[src/rtl/pipe_hazard_unit_pkg.sv]
// Shared types for the hazard/forwarding unit: scoreboard entry layout and forward-select encoding.
package pipe_pkg;

    // Register fields are stored zero-extended to this width so one struct serves any REG_AW up to 8.
    localparam int SB_AW = 8;
    localparam int SEL_W = 4;

    typedef logic [SEL_W-1:0] fwd_sel_t;

    localparam fwd_sel_t FWD_RF = '0;

    typedef struct packed {
        logic             valid;
        logic             regwr;
        logic             memrd;
        logic [SB_AW-1:0] rd;
        logic [SB_AW-1:0] rs;
        logic [SB_AW-1:0] rt;
    } sb_entry_t;

endpackage

[src/rtl/pipe_hazard_unit_scoreboard.sv]
// In-flight destination tracker: entry 0 is EX, higher indices are older stages.
module hazard_scoreboard
    import pipe_pkg::*;
#(
    parameter int DEPTH = 3
) (
    input  logic                  clk,
    input  logic                  rst,
    input  logic                  hold,
    input  logic                  bubble,
    input  sb_entry_t             id_entry,
    output sb_entry_t [DEPTH-1:0] entries
);

    sb_entry_t [DEPTH-1:0] sb_q;
    sb_entry_t [DEPTH-1:0] sb_d;

    always_comb begin
        sb_d = sb_q;
        if (!hold) begin
            for (int k = 1; k < DEPTH; k++) begin
                sb_d[k] = sb_q[k-1];
            end
            sb_d[0] = bubble ? '0 : id_entry;
        end
    end

    always_ff @(posedge clk) begin
        if (rst) begin
            sb_q <= '0;
        end else begin
            sb_q <= sb_d;
        end
    end

    assign entries = sb_q;

endmodule

[src/rtl/pipe_hazard_unit.sv]
// Hazard/forwarding controller: load-use stalls, redirect flushes, memory freeze and EX operand forwarding.
module pipe_hazard_unit
    import pipe_pkg::*;
#(
    parameter int REG_AW     = 5,
    parameter int FWD_STAGES = 2,
    parameter int LOAD_LAT   = 1,
    parameter int CNT_W      = 16
) (
    input  logic                              clk,
    input  logic                              rst,
    input  logic                              id_valid,
    input  logic [REG_AW-1:0]                 id_rs,
    input  logic [REG_AW-1:0]                 id_rt,
    input  logic                              id_use_rs,
    input  logic                              id_use_rt,
    input  logic                              id_regwr,
    input  logic                              id_memrd,
    input  logic [REG_AW-1:0]                 id_rd,
    input  logic                              ex_redirect,
    input  logic                              mem_stall,
    output logic                              pc_wr,
    output logic                              ifid_wr,
    output logic                              ifid_flush,
    output logic                              idex_bubble,
    output logic [$clog2(FWD_STAGES+1)-1:0]   fwd_a_sel,
    output logic [$clog2(FWD_STAGES+1)-1:0]   fwd_b_sel,
    output logic [CNT_W-1:0]                  stall_cnt,
    output logic [CNT_W-1:0]                  flush_cnt
);

    localparam int DEPTH = FWD_STAGES + 1;
    localparam int SW    = $clog2(DEPTH);

    sb_entry_t [DEPTH-1:0] entries;
    sb_entry_t             id_entry;
    logic                  load_use;
    logic                  stall_inc;
    logic                  flush_inc;
    logic [CNT_W-1:0]      stall_cnt_q, stall_cnt_d;
    logic [CNT_W-1:0]      flush_cnt_q, flush_cnt_d;
    logic                  sb_unused;

    always_comb begin
        id_entry       = '0;
        id_entry.valid = id_valid;
        id_entry.regwr = id_regwr;
        id_entry.memrd = id_memrd;
        id_entry.rd    = SB_AW'(id_rd);
        id_entry.rs    = SB_AW'(id_rs);
        id_entry.rt    = SB_AW'(id_rt);
    end

    hazard_scoreboard #(.DEPTH(DEPTH)) u_sb (
        .clk      (clk),
        .rst      (rst),
        .hold     (mem_stall),
        .bubble   (idex_bubble),
        .id_entry (id_entry),
        .entries  (entries)
    );

    // Only loads too young to forward (index < LOAD_LAT) force a stall.
    always_comb begin
        load_use = 1'b0;
        for (int k = 0; k < LOAD_LAT; k++) begin
            if (entries[k].valid && entries[k].regwr && entries[k].memrd && entries[k].rd != '0) begin
                if (id_use_rs && entries[k].rd == id_entry.rs) load_use = 1'b1;
                if (id_use_rt && entries[k].rd == id_entry.rt) load_use = 1'b1;
            end
        end
        load_use = load_use & id_valid;
    end

    always_comb begin
        pc_wr       = 1'b1;
        ifid_wr     = 1'b1;
        ifid_flush  = 1'b0;
        idex_bubble = 1'b0;
        stall_inc   = 1'b0;
        flush_inc   = 1'b0;
        if (mem_stall) begin
            pc_wr     = 1'b0;
            ifid_wr   = 1'b0;
            stall_inc = 1'b1;
        end else if (ex_redirect) begin
            ifid_flush  = 1'b1;
            idex_bubble = 1'b1;
            flush_inc   = 1'b1;
        end else if (load_use) begin
            pc_wr       = 1'b0;
            ifid_wr     = 1'b0;
            idex_bubble = 1'b1;
            stall_inc   = 1'b1;
        end
    end

    // Walk oldest to youngest so the youngest matching producer wins.
    function automatic logic [SW-1:0] fwd_pick(input sb_entry_t [DEPTH-1:0] sb,
                                               input logic [SB_AW-1:0] src);
        logic [SW-1:0] sel;
        sel = SW'(FWD_RF);
        if (sb[0].valid && src != '0) begin
            for (int k = FWD_STAGES; k >= 1; k--) begin
                if (sb[k].valid && sb[k].regwr && sb[k].rd == src &&
                    !(sb[k].memrd && k < LOAD_LAT + 1)) begin
                    sel = SW'(k);
                end
            end
        end
        return sel;
    endfunction

    always_comb begin
        fwd_a_sel = fwd_pick(entries, entries[0].rs);
        fwd_b_sel = fwd_pick(entries, entries[0].rt);
    end

    always_comb begin
        stall_cnt_d = stall_cnt_q;
        flush_cnt_d = flush_cnt_q;
        if (stall_inc && stall_cnt_q != '1) stall_cnt_d = stall_cnt_q + CNT_W'(1);
        if (flush_inc && flush_cnt_q != '1) flush_cnt_d = flush_cnt_q + CNT_W'(1);
    end

    always_ff @(posedge clk) begin
        if (rst) begin
            stall_cnt_q <= '0;
            flush_cnt_q <= '0;
        end else begin
            stall_cnt_q <= stall_cnt_d;
            flush_cnt_q <= flush_cnt_d;
        end
    end

    assign stall_cnt = stall_cnt_q;
    assign flush_cnt = flush_cnt_q;

    // Older entries' source fields are carried along but never compared.
    assign sb_unused = ^entries;

endmodule

[config.mk]
export PLATFORM = sky130hd
export DESIGN_NAME = pipe_hazard_unit
export DESIGN_NICKNAME = d
export VERILOG_FILES = /design/src/rtl/pipe_hazard_unit_pkg.sv /design/src/rtl/pipe_hazard_unit_scoreboard.sv /design/src/rtl/pipe_hazard_unit.sv
export SDC_FILE = /design/constraint.sdc
export NUM_CORES = 1
export LEC_CHECK = 0
export ABC_AREA = 0
export CORE_UTILIZATION = 26
export CTS_BUF_LIST = sky130_fd_sc_hd__clkbuf_8
export CTS_CLUSTER_SIZE = 30
export DETAILED_ROUTE_END_ITERATION = 16
export PLACE_DENSITY = 0.47
export RECOVER_POWER = 25
export SLEW_MARGIN = 15
export SYNTH_ARGS = -nofsm -noshare
export SYNTH_HDL_FRONTEND = slang
export SYNTH_HIERARCHICAL = 1
export SYNTH_SLANG_ARGS = --single-unit
[constraint.sdc]
create_clock -name clk -period 2.5 [get_ports clk]
set_clock_uncertainty 0.15 [all_clocks]
set_input_delay 0.625 -clock clk [delete_from_list [all_inputs] [get_ports clk]]
set_output_delay 0.625 -clock clk [all_outputs]
set_load 0.1 [all_outputs]
After elaboration in Yosys (flattened, before gate mapping). Index checks and enable logic that the tools add are counted.

Logic and storage cells: 67. Bits of input ports: 24. Output and inout port bits: 40. Bits in registers: 80.

Reduce and logical (&&, ||, !) cells: 21. Multiplexer cells: 20. Add/subtract/negate cells: 2. Bitwise gates (word level): 1. Eq/ne operators: 8.

Operators by type and width (count): $add 16x1->16 const B (2); $eq 8x8->1 (4); $ne 16x16->1 const B (2); $mux 27 (1); $reduce_bool 8->1 (3); $logic_and 1x1->1 (17); $eq 8x5->1 (2); $mux 1 (13); $mux 2 (6); $and 1x1->1 (1); $logic_not 1->1 (1).

Depth between registers and ports, before layout. Gate-level depths: netlist of the first run.

Depth in word-level cells: 10. Depth in mapped cells: 10. Depth with buffers taken out: 8.

Modules after synthesis. Netlist of the first run, hierarchy kept.

By module, submodules not included: hazard_scoreboard (times used 1, sequential area each 1621.6 µm², cells an instance 294, area an instance 2942.8 µm²); pipe_hazard_unit (times used 1, sequential area each 640.6 µm², cells an instance 268, area an instance 2255.9 µm²).

Worst setup path after synthesis of the first run. OpenSTA, ideal clock, no wires.

Kind: reg2out. From: reg u_sb.sb_q, in the netlist u_sb/entries[14]. To: out fwd_a_sel[1]. Setup slack: -2273 ps. Required time: 1725 ps. Data arrival time: 3998 ps. Stages on the path, launching flop included: 5. Buffers on the path: 0. Path through: dfxtp_1 > xor2_1 > nor4_1 > nand4_1 > nor4b_1.

Word-level cells in the longest chain between the ends: 5. Elaborated cells between the ends (all ways): 10. Those cells by class: eq/ne: 2; mux: 3; reduce/logical: 5.

RTL lines: start: declaration (RTL line pipe_hazard_unit_scoreboard.sv:15) `sb_entry_t [DEPTH-1:0] sb_q;`; start signal: assignment (RTL line pipe_hazard_unit_scoreboard.sv:30) `sb_q <= '0;`; start signal: assignment (RTL line pipe_hazard_unit_scoreboard.sv:32) `sb_q <= sb_d;`; $eq 8x8->1 (RTL line pipe_hazard_unit.sv:105) `if (sb[k].valid && sb[k].regwr && sb[k].rd == src &&`; $logic_and 1x1->1 (RTL line pipe_hazard_unit.sv:105); $mux 2 or $logic_and 1x1->1 (tied branches) (RTL line pipe_hazard_unit.sv:105); $mux 2 (RTL line pipe_hazard_unit.sv:105); $mux 2 * (RTL line pipe_hazard_unit.sv:103) `if (sb[0].valid && src != '0) begin`; end: declaration (RTL line pipe_hazard_unit.sv:26) `output logic [$clog2(FWD_STAGES+1)-1:0] fwd_a_sel,`.

Mark *: on every way between the ends. The rest lies on a longest branch, timed or not.

Final worst setup path of the first run.
From: in id_rs[4]. To: out idex_bubble.

Word-level cells in the longest chain between the ends: 9.

RTL lines: start: declaration (RTL line pipe_hazard_unit.sv:13) `input logic [REG_AW-1:0] id_rs,`; $eq 8x5->1 (RTL line pipe_hazard_unit.sv:68) `if (id_use_rs && entries[k].rd == id_entry.rs) load_use = 1'b1;`; $logic_and 1x1->1 (RTL line pipe_hazard_unit.sv:68); $mux 1 (RTL line pipe_hazard_unit.sv:68); $mux 1 (RTL line pipe_hazard_unit.sv:69) `if (id_use_rt && entries[k].rd == id_entry.rt) load_use = 1'b1;`; $mux 1 (RTL line pipe_hazard_unit.sv:67) `if (entries[k].valid && entries[k].regwr && entries[k].memrd && entries[k].rd != '0) begin`; $and 1x1->1 (RTL line pipe_hazard_unit.sv:72) `load_use = load_use & id_valid;`; $mux 1 (RTL line pipe_hazard_unit.sv:90) `end else if (load_use) begin`; $mux 1 (RTL line pipe_hazard_unit.sv:86) `end else if (ex_redirect) begin`; $mux 1 (RTL line pipe_hazard_unit.sv:82) `if (mem_stall) begin`; end: declaration (RTL line pipe_hazard_unit.sv:25) `output logic idex_bubble,`.

Every way passes these cells.

==> results.py, run 1 <==
metrics = {
    "route": {
        "routed_via_density": 4.59,
        "ant_nets": 0,
        "vias": 3499,
        "drc": 0,
        "dr.first_iter.drc_count": 131,
        "drt-pass1-iter-count": 4,
        "wl_per_cell_um": 14.3,
        "drt_wl_total_mm": 10.9,
    },
    "floorplan": {
        "coreArea_um2": 15300,
        "fp.dieW_um": 127,
        "pin_count": 64,
        "chipHeight_um": 127,
        "rows": 45,
        "initial_core_util_pct": 26.7,
        "die_area_um2": 16200,
    },
    "sta": {
        "post-route-period-util_pct": 110,
        "tightest_slew_ps": 1440,
        "setup_viol": 7,
        "max_freq_ghz": 0.363,
        "tns_ps": -1020,
        "min_period_ps": 2760,
        "rsz0062_at_grt": "true",
        "drv_slew": 0,
        "relSlewSlack_pct": 4.00,
        "setup_ws_ps": -258,
        "hold_viol_final": 0,
    },
    "setup_path": {
        "path_class": "primary input to output port",
        "r2r-end": "stall_cnt[15]",
        "crit_path_end_kind": "output port",
        "cp-start-kind": "primary input",
        "worst_ep_arrival_time_ps": 1980,
        "required_ps": 1730,
        "critPathMaxFanout": 2,
        "ff2ff_path_depth": 9,
        "r2r_slack_ps": 100,
        "r2r-start": "u_sb/entries[18]",
    },
    "layout": {
        "drive_gt1_share_pct": 30.7,
        "fin_util_pct": 36.1,
        "final_area_um2": 5510,
        "final_cells": 763,
        "nets": 572,
        "syn_to_final_growth_pct": 35.4,
    },
    "power_and_ir_drop": {
        "power.share.clock_pct": 35.4,
        "p_int_mw": 2.00,
        "power_density_nw_per_um2": 499,
        "p_leak_nw": 2.15,
        "combPwrFrac_pct": 15.2,
        "power_mw": 2.75,
        "switchingPower_mw": 0.754,
        "vdd_drop_max_v": 0.000240,
        "switching_share_pct": 27.4,
        "power.share.sequential_pct": 49.4,
    },
    "clock_tree": {
        "clkLatencyLatePin_ps": 360,
        "hold_buffers": 0,
        "cts_tree": "yes",
        "cts_root_buffer": "clkbuf_8",
        "cts_buffers": 9,
        "clk_pin_slew_ps": 70,
        "cts_sinks": 80,
        "h-tree-depth": 3,
        "cts_buffer_depth": 2,
    },
    "outcome": {
        "outcome": "complete, but fails checks",
        "violations": "negative setup slack",
    },
    "placed_design": {
        "dp_hpwl_mm": 7.96,
        "place.port_buffers": 63,
        "place_area_um2": 5120,
        "gp_congestion": 0.803,
        "dp.cells": 742,
    },
    "global_route": {
        "grt_pass1_vias": 3329,
        "overflow": 0,
        "grt_max_degree": 60,
        "antenna_found_initial": 2,
        "grt_util_all_layers_pct": 14.1,
        "grt_pass1_wl_mm": 17.8,
    },
    "synth": {
        "netlist_instances": 461,
        "yosysWarnings": 6,
        "syn_area_per_cell_um2": 8.84,
        "synth_area_um2": 4070,
    },
    "min_path": {
        "whs_path_depth": 2,
        "hold_start": "stall_cnt[3]",
        "hold_end": "stall_cnt[3]",
        "hold_class": "flop to flop",
    },
    "job": {
        "drv_cap": 0,
    },
}
layer usage:
| metal | part of all wire [%] | track usage (%) | wire length [um] |
|---|---|---|---|
| met1 | 49 | 18.7 | 5330 |
| met2 | 43 | 21.5 | 4750 |
| met3 | 5.8 | 4.19 | 632 |
| met4 | 1.8 | 5.25 | 194 |
| met5 | 0.12 | 0 | 13 |
timing repair:
action                                  in CTS  in global routing
setup buffers                                2                  2
pin swaps                                   24                 12
endpoints found under the setup margin      18                  8
resized for setup                           67                 20
area by class of cell:
type / instances / area (um^2)
repair buffers: 97 / 896
inverters: 3 / 11.3
well taps: 211 / 264
fillers: 1600 / 9740
clock inverters: 2 / 10.0
clock buffers: 14 / 193
flip-flops and latches: 80 / 1660
multi-input cells: 355 / 2480
diodes: 1 / 2.50
cells in the final DEF, fill, tap and decap left out, types with 15 or more instances in the layout:
master / count
xnor2_1: 30
o22ai_1: 26
nand2_1: 35
buf_4: 54
dfxtp_2: 31
nand4_1: 15
nor2_1: 47
mux2i_1: 22
dfxtp_1: 45
xor2_1: 15
nand2b_1: 26
per-stage QoR:
stage               setup WS [ps]  hold slack [ps]
detailed placement           -553              332
finish                       -258              341
floorplan                    -284              298
CTS                          -303              345
global route                 -327              372
global placement             -509              319
critical path, cell delays in order:
cell             delay [ps]
clkdlybuf4s15_1         190
xnor2_1                 170
nand4_1                 230
o22ai_4                 240
and2b_1                 170
nor2_2                   50
nor2_4                  120
buf_12                  190
registers in the layout, indices dropped and copies added, names as in the netlist:
register	flops
stall_cnt	16
flush_cnt	16
u_sb/entries	48
power groups by stage:
stage | Combinational, mW | Clock (mW) | Sequential, mW
2_1_floorplan | 0.238 | 0 | 1.41
3_3_place_gp | 0.387 | 0 | 1.39
3_5_place_dp | 0.390 | 0 | 1.39
4_1_cts | 0.413 | 1.01 | 1.36
5_1_grt | 0.448 | 1.07 | 1.37
6_report | 0.418 | 0.975 | 1.36
how the worst max path moves through the flow:
| stage | cells after the start | end | startpoint | slack, ps |
|---|---|---|---|---|
| 5_1_grt | 8 | idex_bubble | u_sb/entries[19] | -330 |
| 3_3_place_gp | 8 | idex_bubble | id_rt[2] | -510 |
| 2_1_floorplan | 4 | fwd_a_sel[1] | u_sb/entries[14] | -280 |
| 3_5_place_dp | 8 | idex_bubble | id_rt[2] | -550 |
| 4_1_cts | 8 | idex_bubble | u_sb/entries[19] | -300 |
| 6_report | 8 | idex_bubble | id_rs[4] | -260 |
Power figures use the tool's default switching activity.
==> inputs of run 2 (changes only) <==
--- a/config.mk
+++ b/config.mk
@@ -10,6 +10,7 @@
 export CTS_BUF_LIST = sky130_fd_sc_hd__clkbuf_8
 export CTS_CLUSTER_SIZE = 30
 export DETAILED_ROUTE_END_ITERATION = 16
+export GPL_TIMING_DRIVEN = 1
 export PLACE_DENSITY = 0.47
 export RECOVER_POWER = 25
 export SLEW_MARGIN = 15
==> results of run 2 <==
No change in the layout: final DEF, timing and power equal those of run 1.
